===== config.mk =====
export PLATFORM = sky130hd
export DESIGN_NAME = exe_stage
export DESIGN_NICKNAME = d
export VERILOG_FILES = /design/src/rtl/exe_stage.sv
export SDC_FILE = /design/constraint.sdc
export NUM_CORES = 1
export LEC_CHECK = 0
export CAP_MARGIN = 20
export CORE_MARGIN = 5
export CORE_UTILIZATION = 54
export CTS_BUF_LIST = sky130_fd_sc_hd__clkbuf_16
export CTS_CLUSTER_DIAMETER = 200
export DETAILED_ROUTE_END_ITERATION = 6
export HOLD_SLACK_MARGIN = 0.12
export PLACE_DENSITY = 0.84
export SYNTH_ARGS = -nofsm -noshare
export SYNTH_HDL_FRONTEND = slang
export SYNTH_SLANG_ARGS = --single-unit

===== constraint.sdc =====
create_clock -name clk -period 4.7 [get_ports clk]
set_input_delay 0.47 -clock clk [delete_from_list [all_inputs] [get_ports clk]]
set_output_delay 0.47 -clock clk [all_outputs]
set_load 0.02 [all_outputs]

===== src/rtl/exe_stage.sv =====
// exe_stage: execute stage of the filter processor pipeline.
// Picks forwarded ALU operands, runs single-cycle ALU ops or an iterative
// Q(DATA_W-FRAC_BITS).FRAC_BITS multiply, and owns the Exe/Mem register.
//
// Ports:
//   clk, rst             clock, synchronous active-high reset
//   valid_in             Reg/Exe register holds a real instruction
//   alu_op               0 ADD 1 SUB 2 AND 3 OR 4 XOR 5 SLL 6 SRL 7 SRA 8 MULQ, else PASSA
//   use_imm, imm         operand B = imm instead of forwarded B
//   ra_data, rb_data     register-file operand values
//   robj_in, we_in       destination register and its write enable
//   mem_we_in            store instruction
//   sel_risk_A/B         00/11 register, 01 alu_result_q, 10 wb_data
//   wb_data              Mem/WB result value
//   stall                freeze fetch, decode and Reg/Exe register
//   *_q                  Exe/Mem pipeline register outputs
//   ovf_q                MULQ result saturated
module exe_stage #(
    parameter int DATA_W    = 16,
    parameter int FRAC_BITS = 8,
    parameter int REG_W     = 4
) (
    input  logic              clk,
    input  logic              rst,
    input  logic              valid_in,
    input  logic [3:0]        alu_op,
    input  logic              use_imm,
    input  logic [DATA_W-1:0] imm,
    input  logic [DATA_W-1:0] ra_data,
    input  logic [DATA_W-1:0] rb_data,
    input  logic [REG_W-1:0]  robj_in,
    input  logic              we_in,
    input  logic              mem_we_in,
    input  logic [1:0]        sel_risk_A,
    input  logic [1:0]        sel_risk_B,
    input  logic [DATA_W-1:0] wb_data,
    output logic              stall,
    output logic [DATA_W-1:0] alu_result_q,
    output logic [DATA_W-1:0] store_data_q,
    output logic [REG_W-1:0]  robj_q,
    output logic              we_q,
    output logic              mem_we_q,
    output logic              valid_q,
    output logic              ovf_q
);

    localparam int PROD_W = 2 * DATA_W;
    localparam int CNT_W  = $clog2(DATA_W);

    localparam logic [CNT_W-1:0] LAST_ITER = CNT_W'(DATA_W - 1);

    localparam logic [3:0] OP_ADD  = 4'd0;
    localparam logic [3:0] OP_SUB  = 4'd1;
    localparam logic [3:0] OP_AND  = 4'd2;
    localparam logic [3:0] OP_OR   = 4'd3;
    localparam logic [3:0] OP_XOR  = 4'd4;
    localparam logic [3:0] OP_SLL  = 4'd5;
    localparam logic [3:0] OP_SRL  = 4'd6;
    localparam logic [3:0] OP_SRA  = 4'd7;
    localparam logic [3:0] OP_MULQ = 4'd8;

    localparam logic [DATA_W-1:0] SAT_MAX = {1'b0, {(DATA_W-1){1'b1}}};
    localparam logic [DATA_W-1:0] SAT_MIN = {1'b1, {(DATA_W-1){1'b0}}};

    typedef enum logic [1:0] {
        S_IDLE,
        S_BUSY,
        S_DONE
    } state_t;

    state_t state;
    state_t state_n;

    logic [DATA_W-1:0] fa;
    logic [DATA_W-1:0] fb;
    logic [DATA_W-1:0] opb;
    logic [DATA_W-1:0] alu_res;
    logic [3:0]        shamt;
    logic              is_mulq;

    // Multiplier working state, latched at acceptance so later
    // forwarding changes during the stall cannot disturb the operands.
    logic [CNT_W-1:0]  count;
    logic [PROD_W-1:0] acc;
    logic [PROD_W-1:0] mcand;
    logic [DATA_W-1:0] mplier;
    logic              m_neg;
    logic [DATA_W-1:0] m_opb;
    logic [REG_W-1:0]  m_robj;
    logic              m_we;
    logic              m_mwe;

    logic [PROD_W-1:0] prod_signed;
    logic [PROD_W-1:0] prod_shift;
    logic [PROD_W-DATA_W:0] prod_hi;
    logic              mul_ovf;
    logic [DATA_W-1:0] mul_res;

    function automatic logic [DATA_W-1:0] mag(input logic [DATA_W-1:0] v);
        // The most negative value maps onto itself, which is its correct
        // unsigned magnitude.
        return v[DATA_W-1] ? (~v + DATA_W'(1)) : v;
    endfunction

    // Operand forwarding
    always_comb begin
        case (sel_risk_A)
            2'b01:   fa = alu_result_q;
            2'b10:   fa = wb_data;
            default: fa = ra_data;
        endcase
    end

    always_comb begin
        case (sel_risk_B)
            2'b01:   fb = alu_result_q;
            2'b10:   fb = wb_data;
            default: fb = rb_data;
        endcase
    end

    assign opb     = use_imm ? imm : fb;
    assign shamt   = opb[3:0];
    assign is_mulq = valid_in && (alu_op == OP_MULQ);

    // Single-cycle ALU
    always_comb begin
        alu_res = fa;
        case (alu_op)
            OP_ADD:  alu_res = fa + opb;
            OP_SUB:  alu_res = fa - opb;
            OP_AND:  alu_res = fa & opb;
            OP_OR:   alu_res = fa | opb;
            OP_XOR:  alu_res = fa ^ opb;
            OP_SLL:  alu_res = fa << shamt;
            OP_SRL:  alu_res = fa >> shamt;
            OP_SRA:  alu_res = $signed(fa) >>> shamt;
            default: alu_res = fa;
        endcase
    end

    // Multiply result: restore sign, drop fraction bits (floor), saturate.
    always_comb begin
        prod_signed = m_neg ? (~acc + PROD_W'(1)) : acc;
        prod_shift  = $signed(prod_signed) >>> FRAC_BITS;
        prod_hi     = prod_shift[PROD_W-1:DATA_W-1];
        mul_ovf     = !((&prod_hi) || !(|prod_hi));
        if (mul_ovf) begin
            mul_res = prod_shift[PROD_W-1] ? SAT_MIN : SAT_MAX;
        end else begin
            mul_res = prod_shift[DATA_W-1:0];
        end
    end

    // FSM state register
    always_ff @(posedge clk) begin
        if (rst) begin
            state <= S_IDLE;
        end else begin
            state <= state_n;
        end
    end

    // FSM next state and stall
    always_comb begin
        state_n = state;
        stall   = 1'b0;
        case (state)
            S_IDLE: begin
                if (is_mulq) begin
                    stall   = 1'b1;
                    state_n = S_BUSY;
                end
            end
            S_BUSY: begin
                stall = 1'b1;
                if (count == LAST_ITER) begin
                    state_n = S_DONE;
                end
            end
            S_DONE: begin
                state_n = S_IDLE;
            end
            default: begin
                state_n = S_IDLE;
            end
        endcase
    end

    // Multiplier datapath and Exe/Mem register
    always_ff @(posedge clk) begin
        if (rst) begin
            count        <= '0;
            acc          <= '0;
            mcand        <= '0;
            mplier       <= '0;
            m_neg        <= 1'b0;
            m_opb        <= '0;
            m_robj       <= '0;
            m_we         <= 1'b0;
            m_mwe        <= 1'b0;
            alu_result_q <= '0;
            store_data_q <= '0;
            robj_q       <= '0;
            we_q         <= 1'b0;
            mem_we_q     <= 1'b0;
            valid_q      <= 1'b0;
            ovf_q        <= 1'b0;
        end else begin
            case (state)
                S_IDLE: begin
                    if (is_mulq) begin
                        count    <= '0;
                        acc      <= '0;
                        mcand    <= {{DATA_W{1'b0}}, mag(fa)};
                        mplier   <= mag(opb);
                        m_neg    <= fa[DATA_W-1] ^ opb[DATA_W-1];
                        m_opb    <= opb;
                        m_robj   <= robj_in;
                        m_we     <= we_in;
                        m_mwe    <= mem_we_in;
                        valid_q  <= 1'b0;
                        we_q     <= 1'b0;
                        mem_we_q <= 1'b0;
                    end else if (valid_in) begin
                        alu_result_q <= alu_res;
                        store_data_q <= fb;
                        robj_q       <= robj_in;
                        we_q         <= we_in;
                        mem_we_q     <= mem_we_in;
                        valid_q      <= 1'b1;
                        ovf_q        <= 1'b0;
                    end else begin
                        valid_q  <= 1'b0;
                        we_q     <= 1'b0;
                        mem_we_q <= 1'b0;
                    end
                end
                S_BUSY: begin
                    // One shift-add step per cycle, LSB of multiplier first.
                    if (mplier[0]) begin
                        acc <= acc + mcand;
                    end
                    mcand    <= mcand << 1;
                    mplier   <= mplier >> 1;
                    count    <= count + CNT_W'(1);
                    valid_q  <= 1'b0;
                    we_q     <= 1'b0;
                    mem_we_q <= 1'b0;
                end
                S_DONE: begin
                    count        <= '0;
                    alu_result_q <= mul_res;
                    store_data_q <= m_opb;
                    robj_q       <= m_robj;
                    we_q         <= m_we;
                    mem_we_q     <= m_mwe;
                    valid_q      <= 1'b1;
                    ovf_q        <= mul_ovf;
                end
                default: begin
                    valid_q  <= 1'b0;
                    we_q     <= 1'b0;
                    mem_we_q <= 1'b0;
                end
            endcase
        end
    end

endmodule


==> impl_metrics.tcl <==
set metrics [dict create \
    status "complete, no violations" \
    detail_route.iter0.violations 1413 \
    yosys-top-cells-area "dfxtp_1, ha_1, nand2_1" \
    tightest_slew_ns 0.983 \
    antenna_found_initial 0 \
    synth-edff-count 0 \
    worstPathCellList "clkdlybuf4s50_1, inv_1, ha_1, a221oi_1, o31a_1, buf_4, nand4_1, o21ai_1, xnor2_1, ha_1, nand2_1, o211ai_1, nand4_1, a32oi_1, buf_4, xor2_1, a21oi_1, a221o_1, a41oi_1" \
    path_buf_inv 4 \
    initial_utilization_pct 55.2 \
    core_mm2 0.0236 \
    overflow 0 \
    clk_latency_ns 0.44 \
    viasPerCell 6.47 \
    r2r_slack_ns 0.71 \
    first_pass_iters 6 \
    crit_end "alu_result_q[12]" \
    worst-path-stages 19 \
    postSynthAreaPerCell_um2 7.31 \
    period_minus_slack_ns 4.42 \
    synth_top_area_share_pct 22.9 \
    dieArea_mm2 0.0273 \
    ir_drop_v 0.000255 \
    antennaDiodeCount 0 \
    hold_viol 0 \
    cts_tree "done" \
    clkTransAtPathRegs_ns 0.07 \
    ys_async_sr_fraction_pct 0 \
    relSlewSlack_pct 34.4 \
    rr_worst_depth 17 \
    synth_cell_types 94 \
    cap_violations 0 \
    dr_total_vias 14700 \
    finalSetupViolations 0 \
    io_buffers 122 \
    dieWidth_um 165 \
    area_growth_syn_to_layout_pct 22.1 \
    clock-root-buffer "clkbuf_16" \
    ys_ff_latch 149 \
    p_leak_nw 6.54 \
    finalCritPeriodShare_pct 94.1 \
    nets 2116 \
    htree_num_levels 4 \
    start_kind "primary input" \
    grt_pass1_wl_um 79100 \
    critPathKind "in -> reg" \
    core.rowCount 56 \
    critPathSlowestCell "clkdlybuf4s50_1" \
    grt_max_degree 88 \
    r2r-end "alu_result_q[12]" \
    post-route-util_pct 67.4 \
    slowest_delay_ns 0.49 \
    r2r_start "alu_result_q[1]" \
    clock_sinks 149 \
    cts_made_buffers 17 \
    ys.flop_type "dfxtp_1" \
    place.gp.congestion 1.03 \
    grt_pass1_vias 14000 \
    drive_above_1_share_pct 11.8 \
    fin_skew_ns 0.0163 \
    setup_tns_ns 0 \
    cp_max_fo 8 \
    synth_warnings 0 \
    critical_path_arrival_ns 4.78 \
    ioPinCount 123 \
    drc 0 \
    final_cells 2271 \
    hold_path.class "reg -> reg" \
    crit_start "sel_risk_B[0]" \
    fill_cells 2048 \
    antenna_left 0 \
    dp.cells 2238 \
    wl_per_cell_um 22.8 \
    wirelength_um 51900 \
    synth.largest_area_cell "dfxtp_1" \
    max_freq_mhz 226 \
    grtUsageTotal_pct 37.3 \
    worstPathRequired_ns 5.05 \
    cts_buffer_depth 2 \
    syn_area_mm2 0.0130 \
    rsz0062_at_grt "yes" \
    die_y_um 165 \
    p_per_area_mw_per_mm2 289 \
    synthCells 1782 \
    end_kind "flop" \
    hpwl_um 39500 \
    synth_seq_area_share_pct 22.9 \
    synth_nets 1959 \
    drv_slew 0 \
    power_w 0.00460 \
    critical_path.top_delay_family "compound AO/OA/AOI/OAI gates" \
]
-- routing by layer --
metal  track usage, %  wire length, um  vias up
li1                 -                -     6822
met1             46.3            20100     6850
met2             60.2            23100      846
met3             7.64             5420      180
met4             21.5             3290        0
met5                0                0        -
-- cells by family after synthesis --
kind of cell	synth area share (%)
flip-flops	22.9
adder cells (fa/ha/maj)	9.24
AO/OA/AOI/OAI	30.2
multiplexers	4.31
AND/OR/NAND/NOR	21.6
XOR/XNOR	5.98
buffers and inverters	5.74
-- area by class of cell --
| cell class | instances | area (um2) | area share [%] |
|---|---|---|---|
| multi-input combinational | 1445 | 9340 | 58.7 |
| sequential | 149 | 2980 | 18.8 |
| timing repair buffer | 265 | 2320 | 14.6 |
| clock buffer | 17 | 425 | 2.67 |
| tap | 319 | 399 | 2.51 |
| inverter | 61 | 229 | 1.44 |
| clock inverter | 15 | 210 | 1.32 |
-- registers in the layout, summed over array words and instances, names as in the netlist, 2 cells and up --
signal	count
acc	32
mcand	32
alu_result_q	16
m_opb	16
mplier	16
store_data_q	16
count	4
m_robj	4
robj_q	4
state	2
-- where the power goes --
part	total, W	internal [W]	switching, W	leakage, nW
sequential	0.00138	0.00132	0.0000654	1.21
combinational	0.00169	0.000699	0.000991	5.02
clock	0.00153	0.000862	0.000664	0.309
-- metrics by stage --
step	area, um2	worst slack (ns)	hold slack [ns]
6_report	15900	0.279	0.456
5_1_grt	15900	-0.0440	0.477
4_1_cts	15900	0.291	0.460
3_5_place_dp	15300	-0.116	0.448
3_3_place_gp	15300	-0.0115	0.442
2_1_floorplan	13000	0.0470	0.437
-- tightest hold or removal path, cell delays in order (launching register included) --
cell and delay, ns:
dfxtp_1 0.31, nand2_1 0.05, a21oi_1 0.05
-- cell usage after synthesis, types with 6 or more instances --
library cell    n
a211o_1         9
a211oi_1       47
a21o_1         21
a21oi_1       150
a221o_1        12
a221oi_1       22
a22oi_1        46
a31oi_1        26
and2_1          6
and3_1          8
buf_1          13
buf_2          24
clkbuf_1       87
clkinv_1        6
dfxtp_1       149
ha_1           93
inv_1          52
mux2i_1        46
nand2_1       212
nand2b_1        8
nand3_1        45
nand4_1         8
nor2_1        197
nor2b_1        18
nor3_1         51
nor3b_1         8
nor4_1          8
o211ai_1       18
o21a_1         16
o21ai_0       101
o21ai_1        17
o21bai_1        6
o22ai_1        21
o31a_1          8
o31ai_1         9
or2_2           6
or3_1          12
xnor2_1        73
xor2_1         16
-- how the worst min path moves through the flow --
stage / start / to / slack [ns] / depth (start not counted)
finish: m_robj[1] / m_robj[1] / 0.46 / 2
global route: m_robj[1] / m_robj[1] / 0.48 / 2
CTS: m_robj[0] / m_robj[0] / 0.46 / 2
detailed placement: m_robj[0] / m_robj[0] / 0.45 / 2
global placement: m_mwe / m_mwe / 0.44 / 2
floorplan: m_robj[0] / m_robj[0] / 0.44 / 2
-- placed cells by master (no fill, tap or decap), drive strengths merged, types with 47 or more instances in the layout --
master         count
a211oi            47
a21oi            155
buf              144
clkdlybuf4s50    121
dfxtp            149
ha                93
inv               63
nand2            212
nor2             197
nor3              52
o21ai            120
xnor2             73
-- what timing repair did --
item | 4_1_cts | 5_1_grt
endpoints found under the setup margin | 0 | 3
setup buffers | 0 | 1
hold buffers | 0 | 0
resized for setup | 0 | 3
Power figures use the tool's default switching activity.
==> patch 1, RTL diff (same flow settings) <==
Set the parameter `REG_W` to 5 (it was 4).
--- a/src/rtl/exe_stage.sv
+++ b/src/rtl/exe_stage.sv
@@ -19,5 +19,5 @@
     parameter int DATA_W    = 16,
     parameter int FRAC_BITS = 8,
-    parameter int REG_W     = 4
+    parameter int REG_W     = 5
 ) (
     input  logic              clk,
Interface: changed (resized robj_in and robj_q); port bits go from 123 to 125. No check against the original RTL was run, so the function may have changed too.
==> patch 1 against the original RTL <==
The run now ends with DRC left. Register-to-register slack lost 0.08 ns. Final area grew 0.25%. First-iteration DRC count grew 29%. Worst hold slack gained 0.0042 ns. Core utilization grew 0.37 points. Sequential cell count grew 2. Total power grew 0.73%. Wire length grew 5.6%. Area after synthesis shrank 0.66%. Setup slack lost 0.014 ns. Via count grew 2.0%. Maximum frequency shrank 0.31%.
==> patch 1: results <==
metrics = {
    "place": {
        "hpwl_mm": 41.4,
        "dpl_worst_slack_ns": -0.187,
        "gp_congestion": 1.08,
        "dp.cells": 2241,
    },
    "pwr": {
        "seqPwrFrac": 0.303,
    },
    "grt": {
        "grt_antenna_before_repair": 1,
        "grt_util_all_layers": 0.391,
        "globalRouteMet2Util": 0.635,
    },
    "routing": {
        "route.vias.total": 14986,
        "routedWlPerCell_um": 24.1,
        "drc": 11,
        "route.met2.wl_mm": 24.5,
    },
    "logic_synthesis": {
        "synth_xor_area_frac": 0.0521,
        "synthAdderAreaFrac": 0.0930,
        "synthTopCellsByArea": "dfxtp_1 23%, ha_1 9.0%, nand2_1 6.5%",
        "synth-compound-area-share": 0.312,
        "synth_commonest_cells": "223 x nand2_1, 197 x nor2_1, 151 x dfxtp_1",
    },
    "sta": {
        "maxSlewHeadroom": 0.306,
    },
    "worst_setup_path": {
        "reg2reg_to": "alu_result_q[4]",
        "slowest_delay_ns": 0.52,
        "arrival_ns": 4.74,
    },
    "finish": {
        "drive_gt1_frac": 0.121,
        "instances_no_fill": 2273,
    },
    "status": {
        "violations": "DRC",
        "outcome": "finished with violations",
    },
}
-- patch 1: worst max-delay path by stage --
stage	end	startpoint	slack, ns	cells after the start
5_1_grt	alu_result_q[9]	sel_risk_B[0]	0.03	20
4_1_cts	alu_result_q[15]	sel_risk_B[0]	0.25	18
3_3_place_gp	alu_result_q[15]	sel_risk_B[0]	-0.12	18
2_1_floorplan	alu_result_q[13]	sel_risk_B[0]	0.008	23
3_5_place_dp	alu_result_q[15]	sel_risk_B[0]	-0.19	18
6_report	alu_result_q[13]	sel_risk_B[0]	0.27	16
-- patch 1: repair_timing --
item	4_1_cts	5_1_grt
resized for setup	0	2
hold buffers	0	0
setup endpoints to repair	0	2
-- patch 1: final cells by class --
cell class	count	area, um2
clock buffers	17	425
clock inverters	15	181
fillers	1975	7590
inverters	54	203
multi-input cells	1435	9280
flip-flops and latches	151	3020
well taps	319	399
repair buffers	282	2440
==> patch 2, RTL diff (same settings) <==
Without the edit above. Put one more register stage on the output `ovf_q`. The value now appears one clock later. The other outputs are not delayed to match.
--- a/src/rtl/exe_stage.sv
+++ b/src/rtl/exe_stage.sv
@@ -69,4 +69,6 @@
     } state_t;
 
+    logic ovf_q_s0;
+
     state_t state;
     state_t state_n;
@@ -206,5 +208,5 @@
             mem_we_q     <= 1'b0;
             valid_q      <= 1'b0;
-            ovf_q        <= 1'b0;
+            ovf_q_s0     <= 1'b0;
         end else begin
             case (state)
@@ -230,5 +232,5 @@
                         mem_we_q     <= mem_we_in;
                         valid_q      <= 1'b1;
-                        ovf_q        <= 1'b0;
+                        ovf_q_s0     <= 1'b0;
                     end else begin
                         valid_q  <= 1'b0;
@@ -257,5 +259,5 @@
                     mem_we_q     <= m_mwe;
                     valid_q      <= 1'b1;
-                    ovf_q        <= mul_ovf;
+                    ovf_q_s0     <= mul_ovf;
                 end
                 default: begin
@@ -268,4 +270,8 @@
     end
 
+    always_ff @(posedge clk) begin
+        ovf_q <= ovf_q_s0;
+    end
+
 endmodule
 
Check against the original RTL: not settled (the Yosys comparison gave no result); the edit may change what the design does.
==> patch 2 against the original RTL <==
Area after synthesis rose by 0.15%. Final area rose by 0.39%. Setup slack improved by 0.080 ns. Worst hold slack got worse by 0.070 ns. Maximum frequency rose by 1.8%. Total power fell by 1.4%. Sequential cell count rose by 1. Wire length rose by 1.8%.
==> patch 2: results <==
metrics = {
    "routing": {
        "met3_length_mm": 5.60,
        "wl_mm": 52.8,
        "first_iter_violations": 1690,
        "routedWlPerCell_um": 23.1,
        "drt-met1-wl_mm": 20.5,
        "route.met2.wl_mm": 23.5,
    },
    "pwr": {
        "internal-power_mw": 2.75,
        "leakagePower_nw": 6.58,
        "ir_drop_mv": 0.232,
        "p_clk_frac": 0.316,
    },
    "finish": {
        "n_all_buffers": 275,
        "seq_share": 0.188,
        "clkCellAreaFrac": 0.0377,
        "multi_input_area_um2": 9330,
        "buffer_area_frac": 0.150,
        "drive_gt1_frac": 0.121,
        "final_core_util": 0.676,
    },
    "logic_synthesis": {
        "ys_seq_elements": 150,
        "synth_commonest_cells": "212 x nand2_1, 197 x nor2_1, 150 x a21oi_1, 150 x dfxtp_1, 101 x o21ai_0",
        "synthCells": 1783,
        "synthTopCellsByArea": "dfxtp_1 23%, ha_1 8.9%, nand2_1 6.1%",
        "syn_nets": 1960,
        "yosysTopAreaCellShare": 0.230,
    },
    "place": {
        "place_area_um2": 15400,
        "hpwl_mm": 40.0,
        "gp_congestion": 1.05,
        "dpl_worst_slack_ns": -0.0242,
    },
    "status": {
        "outcome": "finished clean",
    },
    "sta": {
        "fin_crit_ns": 4.34,
        "hold-worst-slack_ns": 0.386,
        "worst_pin_slew_ns": 1.06,
        "clock_skew_ns": 0.0191,
    },
    "grt": {
        "grt_use_met3": 0.0827,
        "grt_pass1_vias": 14358,
        "grt_antenna_before_repair": 1,
        "grt_start_max_net_pins": 79,
        "gr-usage-met1": 0.465,
        "globalRouteMet2Util": 0.617,
        "grt_pass1_wl_mm": 80.2,
    },
    "worst_setup_path": {
        "crit_fanout": 7,
        "cp-endpoint": "alu_result_q[14]",
        "reg2reg_depth": 15,
        "arrival_ns": 4.67,
    },
    "min_path": {
        "holdPathStages": 0,
        "holdCritStartpoint": "ovf_q_s0",
        "holdPathEnd": "ovf_q",
    },
}
[patch 2: cell types whose count changed after synthesis]
cell     change
dfxtp_1      +1
[patch 2: logic make-up (layout without fill, tap and decap cells)]
| kind of cell | after synthesis | count (layout) | synth area share |
|---|---|---|---|
| flops | 150 | 150 | 0.230 |
| compound gates | 594 | 594 | 0.302 |
| xor+xnor | 89 | 89 | 0.0597 |
| other cells | 0 | 1 | 0 |
| fa+ha+maj | 95 | 95 | 0.0922 |
| simple gates | 615 | 615 | 0.216 |
| mux | 52 | 52 | 0.0431 |
| buf+inv | 188 | 368 | 0.0573 |
[patch 2: critical path, cell delays in order]
cell and delay, ns:
clkdlybuf4s50_1 0.48, inv_1 0.05, ha_1 0.37, nor2b_1 0.18, o31a_1 0.33, ha_1 0.32
a21oi_1 0.09, buf_4 0.16, fa_1 0.42, a21o_1 0.17, a21oi_1 0.29, o211ai_1 0.20
nand4_1 0.18, a32oi_1 0.17, and4b_1 0.20, o21ai_0 0.20, a221oi_1 0.11, a211o_1 0.29
